==> src/rtl/lt_sched.sv <==
// lt_sched: round-robin master LT_ADDR scheduler with per-LT ACL SEQN/ARQ tracking
module lt_sched (
  input  logic       clk_6M,
  input  logic       rst,
  input  logic       enable,
  input  logic       ms_tslot_p,
  input  logic [7:0] active_mask,
  input  logic [7:0] txpend,
  input  logic [7:0] flow_go,
  input  logic       tx_done_p,
  input  logic       ckheader_endp,
  input  logic       dec_hecgood,
  input  logic       lt_addressed,
  input  logic       rx_arqn,
  input  logic       rx_slot_end_p,
  output logic [2:0] sched_lt_addr,
  output logic       sched_data,
  output logic       tx_req_p,
  output logic [7:0] txaclSEQN,
  output logic       ack_p,
  output logic [2:0] ack_lt,
  output logic       slot_miss_p,
  output logic       busy
);
  typedef enum logic [1:0] {IDLE, TX, RX, EVAL} state_t;
  state_t r_state, w_next;
  logic [2:0] r_lt, r_last, r_ack_lt, w_sel_lt, w_data_lt, w_poll_lt;
  logic       r_data, r_tx_req, r_ack, r_miss, w_has_data, w_start, w_ack;
  logic [7:0] r_seqn;
  logic [3:0] w_idx;
  // scan LTs from r_last+1 downwards in reverse so the nearest candidate in RR order wins
  always_comb begin
    w_data_lt = '0;
    w_poll_lt = '0;
    w_has_data = 1'b0;
    w_idx = '0;
    for (int k = 7; k >= 1; k--) begin
      w_idx = {1'b0, r_last} + 4'(k);
      w_idx = (w_idx > 4'd7) ? w_idx - 4'd7 : w_idx;
      if (active_mask[w_idx[2:0]]) begin
        w_poll_lt = w_idx[2:0];
        if (txpend[w_idx[2:0]] & flow_go[w_idx[2:0]]) begin
          w_data_lt = w_idx[2:0];
          w_has_data = 1'b1;
        end
      end
    end
    w_sel_lt = w_has_data ? w_data_lt : w_poll_lt;
  end
  assign w_start = (r_state == IDLE) & enable & ms_tslot_p & (|active_mask[7:1]);
  assign w_ack   = (r_state == EVAL) & enable & r_data & dec_hecgood & lt_addressed & rx_arqn;
  // state register
  always_ff @(posedge clk_6M)
    if (rst) r_state <= IDLE;
    else     r_state <= w_next;
  // next state; header check beats RX timeout, enable low always returns to IDLE
  always_comb begin
    w_next = r_state;
    case (r_state)
      IDLE:    w_next = w_start ? TX : IDLE;
      TX:      w_next = tx_done_p ? RX : TX;
      RX:      w_next = ckheader_endp ? EVAL : (rx_slot_end_p ? IDLE : RX);
      default: w_next = IDLE;
    endcase
    if (!enable) w_next = IDLE;
  end
  // selection latch, single-cycle pulses and per-LT SEQN toggling on acknowledged data
  always_ff @(posedge clk_6M)
    if (rst) begin
      r_lt     <= '0;
      r_data   <= 1'b0;
      r_last   <= 3'd7;
      r_seqn   <= 8'hff;
      r_tx_req <= 1'b0;
      r_ack    <= 1'b0;
      r_ack_lt <= '0;
      r_miss   <= 1'b0;
    end else begin
      r_tx_req <= w_start;
      r_ack    <= w_ack;
      r_miss   <= ms_tslot_p & (r_state != IDLE);
      if (w_start) begin
        r_lt   <= w_sel_lt;
        r_data <= w_has_data;
        r_last <= w_sel_lt;
      end
      if (w_ack) begin
        r_ack_lt     <= r_lt;
        r_seqn[r_lt] <= ~r_seqn[r_lt];
      end
    end
  assign sched_lt_addr = r_lt;
  assign sched_data    = r_data;
  assign tx_req_p      = r_tx_req;
  assign txaclSEQN     = r_seqn;
  assign ack_p         = r_ack;
  assign ack_lt        = r_ack_lt;
  assign slot_miss_p   = r_miss;
  assign busy          = (r_state != IDLE);
endmodule

==> config.mk <==
export PLATFORM = sky130hd
export DESIGN_NAME = lt_sched
export DESIGN_NICKNAME = d
export VERILOG_FILES = /design/src/rtl/lt_sched.sv
export SDC_FILE = /design/constraint.sdc
export NUM_CORES = 1
export LEC_CHECK = 0
export ABC_AREA = 1
export ABC_CLOCK_PERIOD_IN_PS = 7200
export CAP_MARGIN = 20
export CORE_MARGIN = 2
export CORE_UTILIZATION = 49
export CTS_BUF_LIST = sky130_fd_sc_hd__clkbuf_8 sky130_fd_sc_hd__clkbuf_16
export DETAILED_ROUTE_END_ITERATION = 6
export HOLD_SLACK_MARGIN = 0.02
export PLACE_DENSITY = 0.75
export SYNTH_ARGS = -nofsm -noshare
export SYNTH_HDL_FRONTEND = slang
export SYNTH_SLANG_ARGS = --single-unit
export TNS_END_PERCENT = 10
==> constraint.sdc <==
create_clock -name clk_6M -period 7.2 [get_ports clk_6M]
set_input_delay 0.72 -clock clk_6M [delete_from_list [all_inputs] [get_ports clk_6M]]
set_output_delay 0.72 -clock clk_6M [all_outputs]
set_load 0.1 [all_outputs]
==> metrics.cfg <==
[detailed_routing]
wl_met3_mm=1.01
drt_iter0_drc=474
via_per_inst=5.67
m1WireLength_mm=5.10
drc_errors=0
routed_wl_mm=11.1
wl_per_cell_um=14.7
first_pass_iters=5
top_layer=met4
wl_met2_mm=4.80
via_count=4303
ant_nets=0

[yosys]
yosys_warnings=0
synthAdderAreaFrac_pct=5.27
synth-compound-area-share_pct=18.9
yosysTopAreaCell=nand2_1
avgSynthCellArea_sq_um=5.23
syn-num-nets=684
yosys.area_share.simple_pct=49.3
synth.cell_area_sq_um=3320
synth.area.top_cells=nand2_1, dfxtp_1, nand3_1
synth_top_area_share_pct=25.2
synth_cells=636
async_reset_ff_share_pct=0
ys.flop_type=dfxtp_1
synthXorXnorAreaFrac_pct=0.527
seq_area_frac_synth_pct=13.9
synth_seq_cells=23
synth_top_family_by_area=simple AND/OR/NAND/NOR gates
synth_edf_count=0
ys_types=35
muxShareOfSynthArea_pct=0

[clock_tree]
cts_buffers=3
cts_setup_buffers=0
clock_sinks=23
root_buffer=clkbuf_8
hold_buffers=0
clk_pin_slew_ns=0.08
clkLatencyLatePin_ns=0.26
h-tree-depth=1
cts_resized=0
cts.path.max_buffers=2
cts_tree=built

[setup_path]
crit_path_end_kind=flip-flop
cp.depth=20
worstPathMaxFanout=26
critPathTopFamily=simple AND/OR/NAND/NOR gates
crit_path_cell_trace=inv_4 -> ha_1 -> ha_1 -> o21ai_0 -> nand2_1 -> nand2_1 -> nor2_1 -> nand2_1 -> nand2_1 -> nor2_1 -> nand2_1 -> nand3_1 -> nand2_1 -> nand2_1 -> nand2_1 -> nand2_1 -> nand2_1 -> nand2_1 -> nand2_1 -> o211ai_1
cpMostUsedCell=nand2_1
critical_path_class=flip-flop to flip-flop
worst-path-buf-inv=1
startpoint_type=flip-flop
crit_path_top_delay_cell=ha_1
r2r_cells=20
worstPathArrival_ns=3.80
required_ns=7.33
cpPeakStageDelay_ns=0.78

[global_route]
grt_use_total_pct=30.2
antenna_found_initial=0
gr-total-overflow=0
grt_first_pass_wirelength_mm=18.3
grt_max_degree=27
grt_pass1_vias=3795

[die]
dieWidth_um=86.4
coreArea_sq_um=6680
io_pins=53
dieHeight_um=86.4
initial_core_util_pct=49.8
die_area_sq_um=7460
rows=30

[final_layout]
finalNetCount=728
diodes=0
drive_above_1_share_pct=4.12
syn_to_final_growth_pct=18.1
fin_util_pct=58.8

[sta]
period_needed_ns=3.67
hold_viol_final=0
skew_ns=0.00232
rsz0062_at_grt=false
slew_viol_final=0
relSlewSlack_pct=34.4
tns_ns=0
fmax_ghz=0.273
tightest_slew_ns=0.981
timing.final.crit_share_pct=50.9
finalSetupViolations=0

[placement]
hpwl_mm=8.99
routabilityCongestion=1.04
port_buffers=52

[job]
max_cap_violations=0

[hold_path]
whs_path_depth=2
min_path_type=flip-flop to flip-flop

[run_status]
status=finished, final reports clean

per-layer routing:
layer  track usage (%)  up-vias
li1                  -     2153
met1              45.1     1897
met2              46.4      233
met3              3.52       20
met4              6.82        0
met5                 0        -
area by class of cell:
class	instances	area (sq um)
Fill cell	711	2760
Multi-Input combinational cell	512	2460
Sequential cell	23	460
Timing Repair Buffer	54	536
Inverter	86	325
Tap cell	80	100
Clock inverter	1	3.75
Clock buffer	3	41.3
per-stage QoR:
stage	hold slack (ns)	instances	worst slack, ns	area [sq um]
2_1_floorplan	0.497	636	4.48	3320
4_1_cts	0.475	759	3.65	3930
6_report	0.470	759	3.53	3930
3_3_place_gp	0.453	755	3.72	3880
5_1_grt	0.493	759	3.16	3930
3_5_place_dp	0.463	755	3.67	3880
cell usage after synthesis (2+ instances only):
master / count
a211oi_1: 2
a21oi_1: 31
a31oi_1: 3
buf_2: 6
buf_4: 2
clkbuf_1: 6
dfxtp_1: 23
ha_1: 14
inv_1: 81
inv_2: 4
nand2_1: 223
nand2_2: 5
nand3_1: 83
nand3_2: 5
nand3b_1: 2
nand4_1: 4
nor2_1: 55
nor3_1: 2
nor4_1: 2
o211ai_1: 12
o21ai_0: 47
o21ai_1: 6
o21ai_2: 4
o21bai_1: 2
o22ai_1: 2
cell families after synthesis:
logic type,count (synthesis)
adders and majority gates,14
and+or+nand+nor,385
AOI/OAI and AO/OA,111
buffers and inverters,101
DFF,23
xor gates and xnor gates,2
worst paths after layout:
kind                               start  slack, ns                endpoint
setup / recovery  r_last[2]$_SDFFE_PP1P_       3.53  r_last[2]$_SDFFE_PP1P_
hold / removal    ack_lt[0]$_SDFFE_PP0P_       0.47  ack_lt[0]$_SDFFE_PP0P_
setup reg to reg  r_last[2]$_SDFFE_PP1P_       3.53  r_last[2]$_SDFFE_PP1P_
hold reg to reg   ack_lt[0]$_SDFFE_PP0P_       0.47  ack_lt[0]$_SDFFE_PP0P_
worst reg2reg max path, delay by kind of cell, from the launching register on:
family | cells | cell delay, ns
adder cells (fa/ha/maj) | 2 | 1.12
AND/OR/NAND/NOR | 15 | 1.28
flip-flops | 1 | 0.70
buffers and inverters | 1 | 0.18
AO/OA/AOI/OAI | 2 | 0.26
cells in the final DEF, fill, tap and decap left out, drive strengths merged, types with 3 or more instances in the layout:
cell / instances
o211ai: 13
a31oi: 3
dfxtp: 23
nand4: 4
clkbuf: 3
ha: 14
o21ai: 57
nand2: 229
a21oi: 31
clkdlybuf4s50: 52
nand3: 88
inv: 87
nor2: 57
registers in the layout (all words and copies together), names as in the netlist:
register / cells
ack_p: 1
slot_miss_p: 1
r_last: 3
sched_lt_addr: 3
txaclSEQN: 8
r_state: 2
ack_lt: 3
tx_req_p: 1
sched_data: 1
Power is not shown: default switching activity piles up to over one toggle a cycle in this logic, so the estimate is an artifact.
